===== src/rtl/spi_master_ctrl_if.sv =====
// Request/response and SPI pin bundle between the SPI frame master and its user/slave side.
interface spi_master_ctrl_if #(
  parameter int ADDR_SIZE = 8
);
  logic                 req_valid;
  logic                 req_ready;
  logic [1:0]           req_cmd;
  logic [ADDR_SIZE-1:0] req_data;
  logic                 SS_n;
  logic                 MOSI;
  logic                 MISO;
  logic                 busy;
  logic                 done;
  logic                 rd_valid;
  logic [ADDR_SIZE-1:0] rd_data;
  logic                 seq_err;

  modport master (
    input  req_valid, req_cmd, req_data, MISO,
    output req_ready, SS_n, MOSI, busy, done, rd_valid, rd_data, seq_err
  );

  modport slave (
    output req_valid, req_cmd, req_data, MISO,
    input  req_ready, SS_n, MOSI, busy, done, rd_valid, rd_data, seq_err
  );
endinterface


===== src/rtl/spi_master_ctrl.sv =====
// Frame-level SPI master: serialises {cmd, byte} MSB-first after a select bit and,
// for read-data frames, captures an ADDR_SIZE-bit MISO response after RD_GAP cycles.
module spi_master_ctrl #(
  parameter int ADDR_SIZE = 8,
  parameter int RD_GAP    = 2
) (
  input  logic            clk,
  input  logic            rst,
  spi_master_ctrl_if.master bus
);

  localparam int PW = ADDR_SIZE + 2;

  typedef enum logic [2:0] {
    S_IDLE, S_START, S_SEL, S_SHIFT, S_GAP, S_RECV, S_END
  } state_t;

  state_t               r_state;
  logic [PW-1:0]        r_payload;
  logic [3:0]           r_bit_cnt;
  logic [3:0]           r_gap_cnt;
  logic [3:0]           r_rx_cnt;
  logic [ADDR_SIZE-2:0] r_rx_sr;
  logic                 r_ss_n;
  logic                 r_mosi;
  logic                 r_busy;
  logic                 r_done;
  logic                 r_rd_valid;
  logic [ADDR_SIZE-1:0] r_rd_data;
  logic                 r_seq_err;
  logic                 r_rd_addr_seen;

  logic w_accept;
  logic w_is_rd_data;
  logic w_is_rd_addr;

  assign bus.req_ready = (r_state == S_IDLE) && !rst;
  assign w_accept      = bus.req_valid && bus.req_ready;
  assign w_is_rd_data  = (r_payload[PW-1:PW-2] == 2'b11);
  assign w_is_rd_addr  = (r_payload[PW-1:PW-2] == 2'b10);

  assign bus.SS_n     = r_ss_n;
  assign bus.MOSI     = r_mosi;
  assign bus.busy     = r_busy;
  assign bus.done     = r_done;
  assign bus.rd_valid = r_rd_valid;
  assign bus.rd_data  = r_rd_data;
  assign bus.seq_err  = r_seq_err;

  always_ff @(posedge clk or posedge rst) begin
    if (rst) begin
      r_state        <= S_IDLE;
      r_payload      <= '0;
      r_bit_cnt      <= '0;
      r_gap_cnt      <= '0;
      r_rx_cnt       <= '0;
      r_rx_sr        <= '0;
      r_ss_n         <= 1'b1;
      r_mosi         <= 1'b0;
      r_busy         <= 1'b0;
      r_done         <= 1'b0;
      r_rd_valid     <= 1'b0;
      r_rd_data      <= '0;
      r_seq_err      <= 1'b0;
      r_rd_addr_seen <= 1'b0;
    end else begin
      r_done     <= 1'b0;
      r_rd_valid <= 1'b0;
      r_seq_err  <= 1'b0;
      case (r_state)
        S_IDLE: begin
          if (w_accept) begin
            r_payload <= {bus.req_cmd, bus.req_data};
            r_state   <= S_START;
            r_ss_n    <= 1'b0;
            r_mosi    <= 1'b0;
            r_busy    <= 1'b1;
            r_seq_err <= (bus.req_cmd == 2'b11) && !r_rd_addr_seen;
          end
        end
        S_START: begin
          // Select bit is the read/write flag, i.e. the payload MSB.
          r_state <= S_SEL;
          r_mosi  <= r_payload[PW-1];
        end
        S_SEL: begin
          r_state   <= S_SHIFT;
          r_mosi    <= r_payload[PW-1];
          r_bit_cnt <= 4'(PW - 1);
        end
        S_SHIFT: begin
          if (r_bit_cnt == 4'd0) begin
            r_mosi <= 1'b0;
            if (w_is_rd_data) begin
              r_state   <= S_GAP;
              r_gap_cnt <= 4'(RD_GAP - 1);
            end else begin
              r_state <= S_END;
              r_ss_n  <= 1'b1;
              r_done  <= 1'b1;
              if (w_is_rd_addr) r_rd_addr_seen <= 1'b1;
            end
          end else begin
            r_mosi    <= r_payload[r_bit_cnt - 4'd1];
            r_bit_cnt <= r_bit_cnt - 4'd1;
          end
        end
        S_GAP: begin
          if (r_gap_cnt == 4'd0) begin
            r_state  <= S_RECV;
            r_rx_cnt <= 4'(ADDR_SIZE - 1);
          end else begin
            r_gap_cnt <= r_gap_cnt - 4'd1;
          end
        end
        S_RECV: begin
          r_rx_sr <= {r_rx_sr[ADDR_SIZE-3:0], bus.MISO};
          if (r_rx_cnt == 4'd0) begin
            r_state        <= S_END;
            r_rd_data      <= {r_rx_sr, bus.MISO};
            r_ss_n         <= 1'b1;
            r_done         <= 1'b1;
            r_rd_valid     <= 1'b1;
            r_rd_addr_seen <= 1'b0;
          end else begin
            r_rx_cnt <= r_rx_cnt - 4'd1;
          end
        end
        S_END: begin
          r_state <= S_IDLE;
          r_busy  <= 1'b0;
        end
        default: r_state <= S_IDLE;
      endcase
    end
  end

endmodule


===== src/flat_wrapper.sv =====
// flat-port wrapper written by rule: the top's interface ports become plain ports
module spi_master_ctrl_flat 
#(
  parameter int ADDR_SIZE = 8,
  parameter int RD_GAP    = 2
)
  (clk, rst, bus_req_valid, bus_req_cmd, bus_req_data, bus_MISO, bus_req_ready, bus_SS_n, bus_MOSI, bus_busy, bus_done, bus_rd_valid, bus_rd_data, bus_seq_err);
  spi_master_ctrl_if #(.ADDR_SIZE(ADDR_SIZE)) bus_i ();
  input  logic clk;
  input  logic rst;
  input wire logic [$bits(bus_i.req_valid)-1:0] bus_req_valid;
  input wire logic [$bits(bus_i.req_cmd)-1:0] bus_req_cmd;
  input wire logic [$bits(bus_i.req_data)-1:0] bus_req_data;
  input wire logic [$bits(bus_i.MISO)-1:0] bus_MISO;
  output wire logic [$bits(bus_i.req_ready)-1:0] bus_req_ready;
  output wire logic [$bits(bus_i.SS_n)-1:0] bus_SS_n;
  output wire logic [$bits(bus_i.MOSI)-1:0] bus_MOSI;
  output wire logic [$bits(bus_i.busy)-1:0] bus_busy;
  output wire logic [$bits(bus_i.done)-1:0] bus_done;
  output wire logic [$bits(bus_i.rd_valid)-1:0] bus_rd_valid;
  output wire logic [$bits(bus_i.rd_data)-1:0] bus_rd_data;
  output wire logic [$bits(bus_i.seq_err)-1:0] bus_seq_err;
  assign bus_i.req_valid = bus_req_valid;
  assign bus_i.req_cmd = bus_req_cmd;
  assign bus_i.req_data = bus_req_data;
  assign bus_i.MISO = bus_MISO;
  assign bus_req_ready = bus_i.req_ready;
  assign bus_SS_n = bus_i.SS_n;
  assign bus_MOSI = bus_i.MOSI;
  assign bus_busy = bus_i.busy;
  assign bus_done = bus_i.done;
  assign bus_rd_valid = bus_i.rd_valid;
  assign bus_rd_data = bus_i.rd_data;
  assign bus_seq_err = bus_i.seq_err;
  spi_master_ctrl #(.ADDR_SIZE(ADDR_SIZE), .RD_GAP(RD_GAP)) u_core (.clk(clk), .rst(rst), .bus(bus_i));
endmodule

===== config.mk =====
export PLATFORM = sky130hd
export DESIGN_NAME = spi_master_ctrl_flat
export DESIGN_NICKNAME = d
export VERILOG_FILES = /design/src/rtl/spi_master_ctrl_if.sv /design/src/rtl/spi_master_ctrl.sv /design/src/flat_wrapper.sv
export SDC_FILE = /design/constraint.sdc
export NUM_CORES = 1
export LEC_CHECK = 0
export ABC_AREA = 1
export CAP_MARGIN = 20
export CORE_ASPECT_RATIO = 1.25
export CORE_MARGIN = 8
export CORE_UTILIZATION = 58
export CTS_BUF_LIST = sky130_fd_sc_hd__clkbuf_8
export DETAILED_ROUTE_END_ITERATION = 8
export DONT_BUFFER_PORTS = 1
export PLACE_DENSITY_LB_ADDON = 0.1
export SKIP_LAST_GASP = 1
export SYNTH_ARGS = -nofsm -noshare
export SYNTH_HDL_FRONTEND = slang
export SYNTH_SLANG_ARGS = --single-unit

===== constraint.sdc =====
create_clock -name clk -period 3 [get_ports clk]
set_input_delay 0.6 -clock clk [delete_from_list [all_inputs] [get_ports clk]]
set_output_delay 0.6 -clock clk [all_outputs]
set_load 0.1 [all_outputs]

==> metrics, run 1 <==
gpl congestion 0.828; Via density 5.08; Die Wd 72.9 um; outcome complete, no violations; Mapped Area 2350 um^2; Data required, critical path 2.40 ns; Hold Path Class in2async; synthesis-to-finish area growth 6.61%; core box area 4000 um^2; I/O Buffers 0; Syn. warnings 0; deepest clock path buffer count 2; Clock Pin Slew Worst Setup and Hold Paths 0.09 ns; Die ar. 6350 um^2; initial antenna violation count 0; Synth area leader dfrtp_1; worst clock skew 0.00619 ns; Crit-path slowest cell dfrtp_1; Fill cells 382; root buffer cell clkbuf_8; max-cap violation count 0; WS Path Type reg2out; Yosys cell types 28; Synth Register Bits 47; Setup TNS 0 ns; Synthesized Nets 296; average size of a mapped cell 8.48 um^2; final setup fails 0; achievable frequency 0.494 GHz; layout cells sized above 1 17.7%; vias in the first global route 1782; fin cells 339; aggregate routed wire length 4540 um; Cells after Synth 277; Worst IR Drop VDD 627 uV; H-tree Lvls 2; Num CTS Buffers 5; Post-CTS Hold Buffers 0; RSZ-0062 raised after global routing false; reg2reg end u_core.bus.MOSI; Post-CTS Setup Repair Bufs 0; CP Cell Sequence nor2_4 -> nand2_4 -> nor2_2 -> buf_4; R2R depth 7; startpoint types register; Seq/Total Area, Yosys 50.1%; Clock Sinks 47; worst reg-to-reg setup slack 1.15 ns; worst reg2reg path startpoint u_core.r_state[0]; max-slew violations 0; drt pass-1 iters 4; post-synth top area share 49.0%; most common cell after layout, fill and taps aside nand2_1; Remaining DRCs 0; Area contributors post-synth dfrtp_1 (49%), nand2_1 (14%), inv_1 (5.1%); Power per Cell Area 1170 nW/um^2; clock latency on the worst-skew pair 0.30 ns; post-layout min period 2.03 ns; Multi-input gate area 973 um^2; Final Hold Viols 0; gr ovfl total 0; Worst Tran Pin Value 0.932 ns; CTS tree built; Tcrit/Tclk final 67.5%; HPWL after detailed placement 3340 um; GRT Total Usage 16.0%; Wirelength per Cell 13.4 um; hold slack final 0.0492 ns; largest fanout on the critical path 5; n_diodes 0; LEAKAGE 1.33 nW; Critical Path Max Stage Delay 0.47 ns; Net count, final 301; Die Ht 87.1 um; CP Data Arrival Time 1.43 ns; DP Cell Count 330; largest net degree at the start of global routing 48; CP Capture Type output port; register area 1180 um^2; DRT antenna net count 0; cts repair resizes 0; initial core utilization 58.7%; Rel. slew slack 37.9%; Final Power 2.94 mW; drt first-iter violations 65; Std-Cell Rows 26; first-pass GRT wire length 7910 um; commonest cells after routing, fill and taps aside nand2_1 (85), dfrtp_1 (46), inv_1 (32); via count 1721; Boundary Pins 29
worst max-delay path by stage:
stage	from	cells after the start	slack (ns)	end
floorplan	u_core.r_state[0]	7	0.83	u_core.r_payload[9]
global placement	u_core.r_state[0]	7	1.21	u_core.bus.MOSI
detailed placement	u_core.r_state[0]	7	1.16	u_core.bus.MOSI
CTS	u_core.r_state[0]	4	0.97	bus_req_ready
global route	u_core.r_state[0]	4	0.89	bus_req_ready
finish	u_core.r_state[0]	4	0.97	bus_req_ready
layer usage:
layer / routed length (um) / vias to the layer above / GRT usage, % / share of wire [%]
li1: - / 880 / - / -
met2: 2330 / 21 / 28.3 / 51
met3: 218 / 8 / 5.41 / 4.8
met1: 1900 / 812 / 16.7 / 42
met4: 89 / 0 / 6.57 / 2.0
met5: 0 / - / 0 / 0
state kept, by name (all words and copies together), names as in the netlist:
register and count:
u_core.bus.done 1, u_core.r_gap_cnt 4, u_core.r_rx_sr 7, u_core.r_payload 10, u_core.r_rx_cnt 4, u_core.bus.rd_data 8, u_core.r_bit_cnt 4, u_core.bus.seq_err 1
u_core.bus.SS_n 1, u_core.bus.busy 1, u_core.r_state 3, u_core.r_rd_addr_seen 1, u_core.bus.rd_valid 1, u_core.bus.MOSI 1
where the power goes:
| part | internal, mW | leakage (nW) | switching, mW |
|---|---|---|---|
| clock | 0.164 | 0.0495 | 0.216 |
| sequential | 0.890 | 0.600 | 0.560 |
| combinational | 0.401 | 0.683 | 0.707 |
worst max-delay path: cells and delay by family (launching register included):
kind                   cells  cell delay [ns]
buffers and inverters      1             0.29
flip-flops                 1             0.47
AND/OR/NAND/NOR            3             0.36
final cells by class:
cell class / instances / area share [%]
well taps: 56 / 2.80
flip-flops and latches: 47 / 47.0
multi-input cells: 182 / 38.9
clock inverters: 3 / 0.850
inverters: 44 / 6.60
clock buffers: 5 / 2.75
repair buffers: 2 / 1.10
logic make-up (layout without fill, tap and decap cells):
kind of cell	count (synthesis)	count (layout)	synth area share (%)
simple gates	135	135	27.3
buf+inv	48	54	8.42
flops	47	47	50.1
compound gates	38	38	9.96
fa+ha+maj	5	5	2.66
xor+xnor	4	4	1.49
cell usage after synthesis, drive strengths merged:
master  count
nand2      95
dfrtp      46
inv        44
o21ai      28
nand3      23
nor2       13
a21oi       5
ha          5
buf         4
xor2        4
nand4       2
o211ai      2
a31o        1
dfstp       1
nor3        1
nor4        1
o22a        1
o22ai       1
per-stage QoR:
step | utilization [%] | setup WS, ns | area (um^2)
floorplan | - | 0.828 | 2350
finish | 62.6 | 0.975 | 2500
global placement | 59.8 | 1.21 | 2390
global route | 62.6 | 0.892 | 2500
detailed placement | 59.8 | 1.16 | 2390
CTS | 62.1 | 0.974 | 2480
Note: power is estimated with default switching activity, not from simulation.
==> run 2: changes to the inputs <==
==> constraint.sdc (replaced) <==
create_clock -name clk -period 1.85 [get_ports clk]
set_input_delay 0.37 -clock clk [delete_from_list [all_inputs] [get_ports clk]]
set_output_delay 0.37 -clock clk [all_outputs]
set_load 0.1 [all_outputs]
==> metrics, run 2 (synthesis gave the netlist of run 1 again) <==
Power per Cell Area 1860 nW/um^2 (was 1170 nW/um^2); Clock Sinks 47 (unchanged); register area 1180 um^2 (unchanged); Worst IR Drop VDD 1180 uV (was 627 uV); post-layout min period 1.77 ns; Fill cells 348 (was 382); Net count, final 317 (was 301); Tcrit/Tclk final 95.9%; gr ovfl total 0 (unchanged); drt first-iter violations 99 (was 65); root buffer cell clkbuf_8 (unchanged); largest fanout on the critical path 5 (unchanged); DR top layer met4 (unchanged); R2R depth 9 (was 7); I/O Buffers 0 (unchanged); LEAKAGE 1.41 nW (was 1.33 nW); CP Data Arrival Time 1.40 ns (was 1.43 ns); Remaining DRCs 0 (unchanged); Num CTS Buffers 5 (unchanged); Top reg by flops u_core.r_payload (unchanged); layout cells sized above 1 21.7% (was 17.7%); clock latency on the worst-skew pair 0.30 ns (about the same); Data required, critical path 1.48 ns (was 2.40 ns); max-cap violation count 0 (unchanged); initial core utilization 58.7% (unchanged); via count 1742 (was 1721); CTS tree built (unchanged); Final Hold Viols 0 (unchanged); max-slew violations 0 (unchanged); commonest cells after routing, fill and taps aside nand2_1 (85), dfrtp_1 (46), inv_1 (32) (unchanged); GRT Total Usage 16.0% (about the same); n_diodes 0 (unchanged); worst clock skew 0.00451 ns (was 0.00619 ns); Final Power 4.90 mW (was 2.94 mW); gpl congestion 0.917 (was 0.828); Boundary Pins 29 (unchanged); Clock Pin Slew Worst Setup and Hold Paths 0.09 ns (about the same); CP Capture Type output port (unchanged); Die ar. 6350 um^2 (unchanged); Worst Tran Pin Value 0.508 ns (was 0.932 ns); DR WL met3 229 um (was 218 um); first-pass GRT wire length 7980 um (was 7910 um); initial antenna violation count 0 (unchanged); drt pass-1 iters 4 (unchanged); Post-CTS Setup Repair Bufs 0 (unchanged); worst reg2reg path startpoint u_core.r_rx_cnt[0] (was u_core.r_state[0]); Via density 4.91 (was 5.08); RSZ-0062 raised after global routing false (unchanged); outcome complete, no violations (unchanged); Die Ht 87.1 um (unchanged); core box area 4000 um^2 (unchanged); most common cell after layout, fill and taps aside nand2_1 (unchanged); max FFs per register 10 (unchanged); HPWL after detailed placement 3310 um (was 3340 um); Std-Cell Rows 26 (unchanged); synthesis-to-finish area growth 12.1% (was 6.61%); Rel. slew slack 66.1% (was 37.9%); Worst setup endpoint bus_req_ready (unchanged); reg2reg end u_core.r_rx_cnt[3] (was u_core.bus.MOSI); achievable frequency 0.563 GHz; Hold Path Class in2reg (was in2async); vias in the first global route 1702 (was 1782); Wirelength per Cell 12.7 um (was 13.4 um); Setup TNS 0 ns (unchanged); deepest clock path buffer count 2 (unchanged); aggregate routed wire length 4490 um (was 4540 um); DRT antenna net count 0 (unchanged); startpoint types register (unchanged); WS Path Type reg2out (unchanged); Die Wd 72.9 um (unchanged); largest net degree at the start of global routing 48 (unchanged); M1 WL 1980 um (was 1900 um); worst reg-to-reg setup slack 0.29 ns (was 1.15 ns); final setup fails 0 (unchanged); DR WL met2 2190 um (was 2330 um); H-tree Lvls 2 (unchanged); Multi-input gate area 978 um^2 (was 973 um^2); CP startpoint u_core.r_state[0] (unchanged)
## run 2: metal layers
layer  vias up  GRT usage [%]
li1        909              -
met1       793           19.8
met2        30           25.6
met3        10           4.72
met4         0           6.02
met5         -              0
## run 2: repair_timing
action,4_1_cts,5_1_grt
resized for setup,0,1
setup endpoints to repair,0,1
hold buffers,1,0
endpoints found under the hold margin,46,0
## run 2: worst min path at each step
| stage | from | end | slack, ns | cells past startpoint |
|---|---|---|---|---|
| 2_1_floorplan | u_core.r_rd_addr_seen | u_core.bus.seq_err | 0.42 | 1 |
| 3_3_place_gp | rst | u_core.r_gap_cnt[2] | 0.31 | 2 |
| 3_5_place_dp | rst | u_core.bus.busy | 0.31 | 2 |
| 4_1_cts | bus_req_data[2] | u_core.r_payload[2] | 0.16 | 2 |
| 5_1_grt | bus_req_data[0] | u_core.r_payload[0] | 0.16 | 2 |
| 6_report | bus_req_data[2] | u_core.r_payload[2] | 0.17 | 2 |
## run 2: critical path, stage by stage, from the launching register on
cell,delay [ns]
dfrtp_1,0.47
nor2_4,0.20
nand2_4,0.10
nor2_4,0.10
buf_6,0.23
## run 2: per-stage QoR
stage	setup slack, ns	util (%)	hold WS [ns]	area [um^2]	std cells
after floorplan	0.0453	-	0.421	2350	277
after global placement	0.348	63.3	0.314	2530	346
after detailed placement	0.316	63.3	0.315	2530	346
after CTS	0.0158	65.7	0.162	2630	355
after global routing	0.00727	65.8	0.161	2630	355
final	0.0752	65.8	0.167	2630	355
## run 2: power breakdown
group	total (mW)	leakage [nW]	switching, mW	internal, mW
combinational	2.43	0.766	1.68	0.751
sequential	1.85	0.600	0.395	1.45
clock	0.619	0.0460	0.353	0.266
total	4.90	1.41	2.43	2.47
## run 2: area by class of cell
type / count / area share (%)
Sequential cell: 47 / 44.7
Multi-Input combinational cell: 182 / 37.1
Inverter: 44 / 6.27
Timing Repair Buffer: 18 / 5.84
Tap cell: 56 / 2.66
Clock buffer: 5 / 2.61
Clock inverter: 3 / 0.760
==> run 3: changes to the inputs <==
--- a/config.mk
+++ b/config.mk
@@ -13,7 +13,7 @@
 export CTS_BUF_LIST = sky130_fd_sc_hd__clkbuf_8
 export DETAILED_ROUTE_END_ITERATION = 8
 export DONT_BUFFER_PORTS = 1
-export PLACE_DENSITY_LB_ADDON = 0.1
+export PLACE_DENSITY = 0.82
 export SKIP_LAST_GASP = 1
 export SYNTH_ARGS = -nofsm -noshare
 export SYNTH_HDL_FRONTEND = slang
==> constraint.sdc (replaced) <==
create_clock -name clk -period 1.7 [get_ports clk]
set_input_delay 0.34 -clock clk [delete_from_list [all_inputs] [get_ports clk]]
set_output_delay 0.34 -clock clk [all_outputs]
set_load 0.1 [all_outputs]
==> metrics, run 3 (synthesis gave the netlist of run 1 again) <==
layout cells sized above 1 24.8% (was 21.7%); LEAKAGE 1.43 nW (was 1.41 nW); initial antenna violation count 0 (unchanged); vias in the first global route 1779 (was 1702); gpl congestion 0.894 (was 0.917); CP Data Arrival Time 1.30 ns (was 1.40 ns); startpoint types register (unchanged); CP delay by family, top flip-flops (unchanged); Final Hold Viols 0 (unchanged); CP startpoint u_core.r_state[0] (unchanged); Num CTS Buffers 5 (unchanged); Net count, final 321 (was 317); Tcrit/Tclk final 96.5%; commonest cells after routing, fill and taps aside nand2_1 (84), dfrtp_1 (42), inv_1 (31) (was nand2_1 (85), dfrtp_1 (46), inv_1 (32)); H-tree Lvls 2 (unchanged); I/O Buffers 0 (unchanged); CP Capture Type output port (unchanged); Remaining DRCs 0 (unchanged); Wirelength per Cell 12.8 um (was 12.7 um); worst reg2reg path startpoint u_core.r_rx_cnt[0] (unchanged); initial core utilization 58.7% (unchanged); Hold Path Class in2reg (unchanged); Cell Area, Placed 2540 um^2 (was 2530 um^2); drt pass-1 iters 6 (was 4); clock latency on the worst-skew pair 0.31 ns (was 0.30 ns); critical path buffer and inverter count 1 (unchanged); GRT Total Usage 15.5% (was 16.0%); Die Ht 87.1 um (unchanged); Die Wd 72.9 um (unchanged); Power per Cell Area 2030 nW/um^2 (was 1860 nW/um^2); CP Cell Sequence nor2_4 -> nand2_4 -> nor2_4 -> buf_12 (was nor2_4 -> nand2_4 -> nor2_4 -> buf_6); DRT antenna net count 0 (unchanged); worst clock skew 0.0134 ns (was 0.00451 ns); largest fanout on the critical path 3 (was 5); R2R depth 9 (unchanged); synthesis-to-finish area growth 14.4% (was 12.1%); Std-Cell Rows 26 (unchanged); core box area 4000 um^2 (unchanged); Clock Pin Slew Worst Setup and Hold Paths 0.09 ns (about the same); n_diodes 0 (unchanged); Clock Sinks 47 (unchanged); largest net degree at the start of global routing 48 (unchanged); first-pass GRT wire length 7760 um (was 7980 um); Critical Path Max Stage Delay 0.43 ns (was 0.47 ns); deepest clock path buffer count 2 (unchanged); HPWL after detailed placement 3450 um (was 3310 um); Worst Tran Pin Value 0.506 ns (was 0.508 ns); post-layout min period 1.64 ns; reg2reg end u_core.r_rx_cnt[3] (unchanged); via count 1822 (was 1742); root buffer cell clkbuf_8 (unchanged); most common cell after layout, fill and taps aside nand2_1 (unchanged); Top reg by flops u_core.r_payload (unchanged); max FFs per register 10 (unchanged); Setup TNS 0 ns (unchanged); final setup fails 0 (unchanged); drt first-iter violations 90 (was 99); max-cap violation count 0 (unchanged); outcome complete, no violations (unchanged); aggregate routed wire length 4610 um (was 4490 um); min-delay src bus_req_data[0] (was bus_req_data[2]); Final Cell Area 2690 um^2 (was 2630 um^2); Rel. slew slack 66.2% (was 66.1%); max-slew violations 0 (unchanged); Worst IR Drop VDD 1290 uV (was 1180 uV); Via density 5.08 (was 4.91); Data required, critical path 1.36 ns (was 1.48 ns); Worst Hold Path EP u_core.r_payload[0] (was u_core.r_payload[2]); achievable frequency 0.610 GHz; Boundary Pins 29 (unchanged); Crit-path slowest cell dfrtp_2 (was dfrtp_1); Die ar. 6350 um^2 (unchanged); RSZ-0062 raised after global routing false (unchanged); Hold Path Cell Cnt 2 (unchanged); gr ovfl total 0 (unchanged); CTS tree built (unchanged); WS Path Type reg2out (unchanged); CP most frequent cell nor2_4 (unchanged); worst reg-to-reg setup slack 0.20 ns (was 0.29 ns)
==> run 3: layer usage <==
metal | track usage (%) | part of all wire (%) | up-vias | wire [um]
li1 | - | - | 925 | -
met1 | 16.0 | 41 | 864 | 1870
met2 | 28.5 | 53 | 23 | 2450
met3 | 4.72 | 4.6 | 10 | 210
met4 | 5.66 | 1.8 | 0 | 81
met5 | 0 | 0 | - | 0
==> run 3: cell type report <==
| class | instances | area (um^2) |
|---|---|---|
| fillers | 327 | 1310 |
| flip-flops and latches | 47 | 1180 |
| inverters | 44 | 170 |
| well taps | 56 | 70.1 |
| clock inverters | 3 | 22.5 |
| multi-input cells | 182 | 981 |
| clock buffers | 5 | 68.8 |
| repair buffers | 22 | 193 |
==> run 3: metrics by stage <==
step	power [mW]	hold slack [ns]	setup slack, ns	std cells	utilization, %
floorplan	4.16	0.421	-0.0282	277	-
global placement	4.59	0.282	0.212	347	63.5
detailed placement	4.69	0.292	0.190	347	63.5
CTS	5.42	0.137	0.0127	357	66.6
global route	5.89	0.134	0.00572	359	67.2
finish	5.45	0.141	0.0595	359	67.2
==> run 3: where the power goes <==
| part | internal [mW] | switching [mW] |
|---|---|---|
| clock network | 0.295 | 0.389 |
| registers | 1.59 | 0.405 |
| logic | 0.879 | 1.89 |
==> run 3: timing repair <==
action                                 in CTS  in global routing
hold buffers                                1                  0
pin swaps                                   1                  0
setup endpoints to repair                   1                  4
endpoints found under the hold margin      46                  0
gates cloned                                0                  0
gates resized for setup                     4                  4
setup buffers                               1                  2
==> run 3: worst max-delay path by stage <==
stage	endpoint	slack (ns)	depth (start not counted)
after CTS	bus_req_ready	0.01	4
after global routing	bus_req_ready	0.006	4
after detailed placement	u_core.r_rx_cnt[3]	0.19	9
after global placement	u_core.r_gap_cnt[1]	0.21	10
after floorplan	u_core.r_payload[9]	-0.03	7
final	bus_req_ready	0.06	4
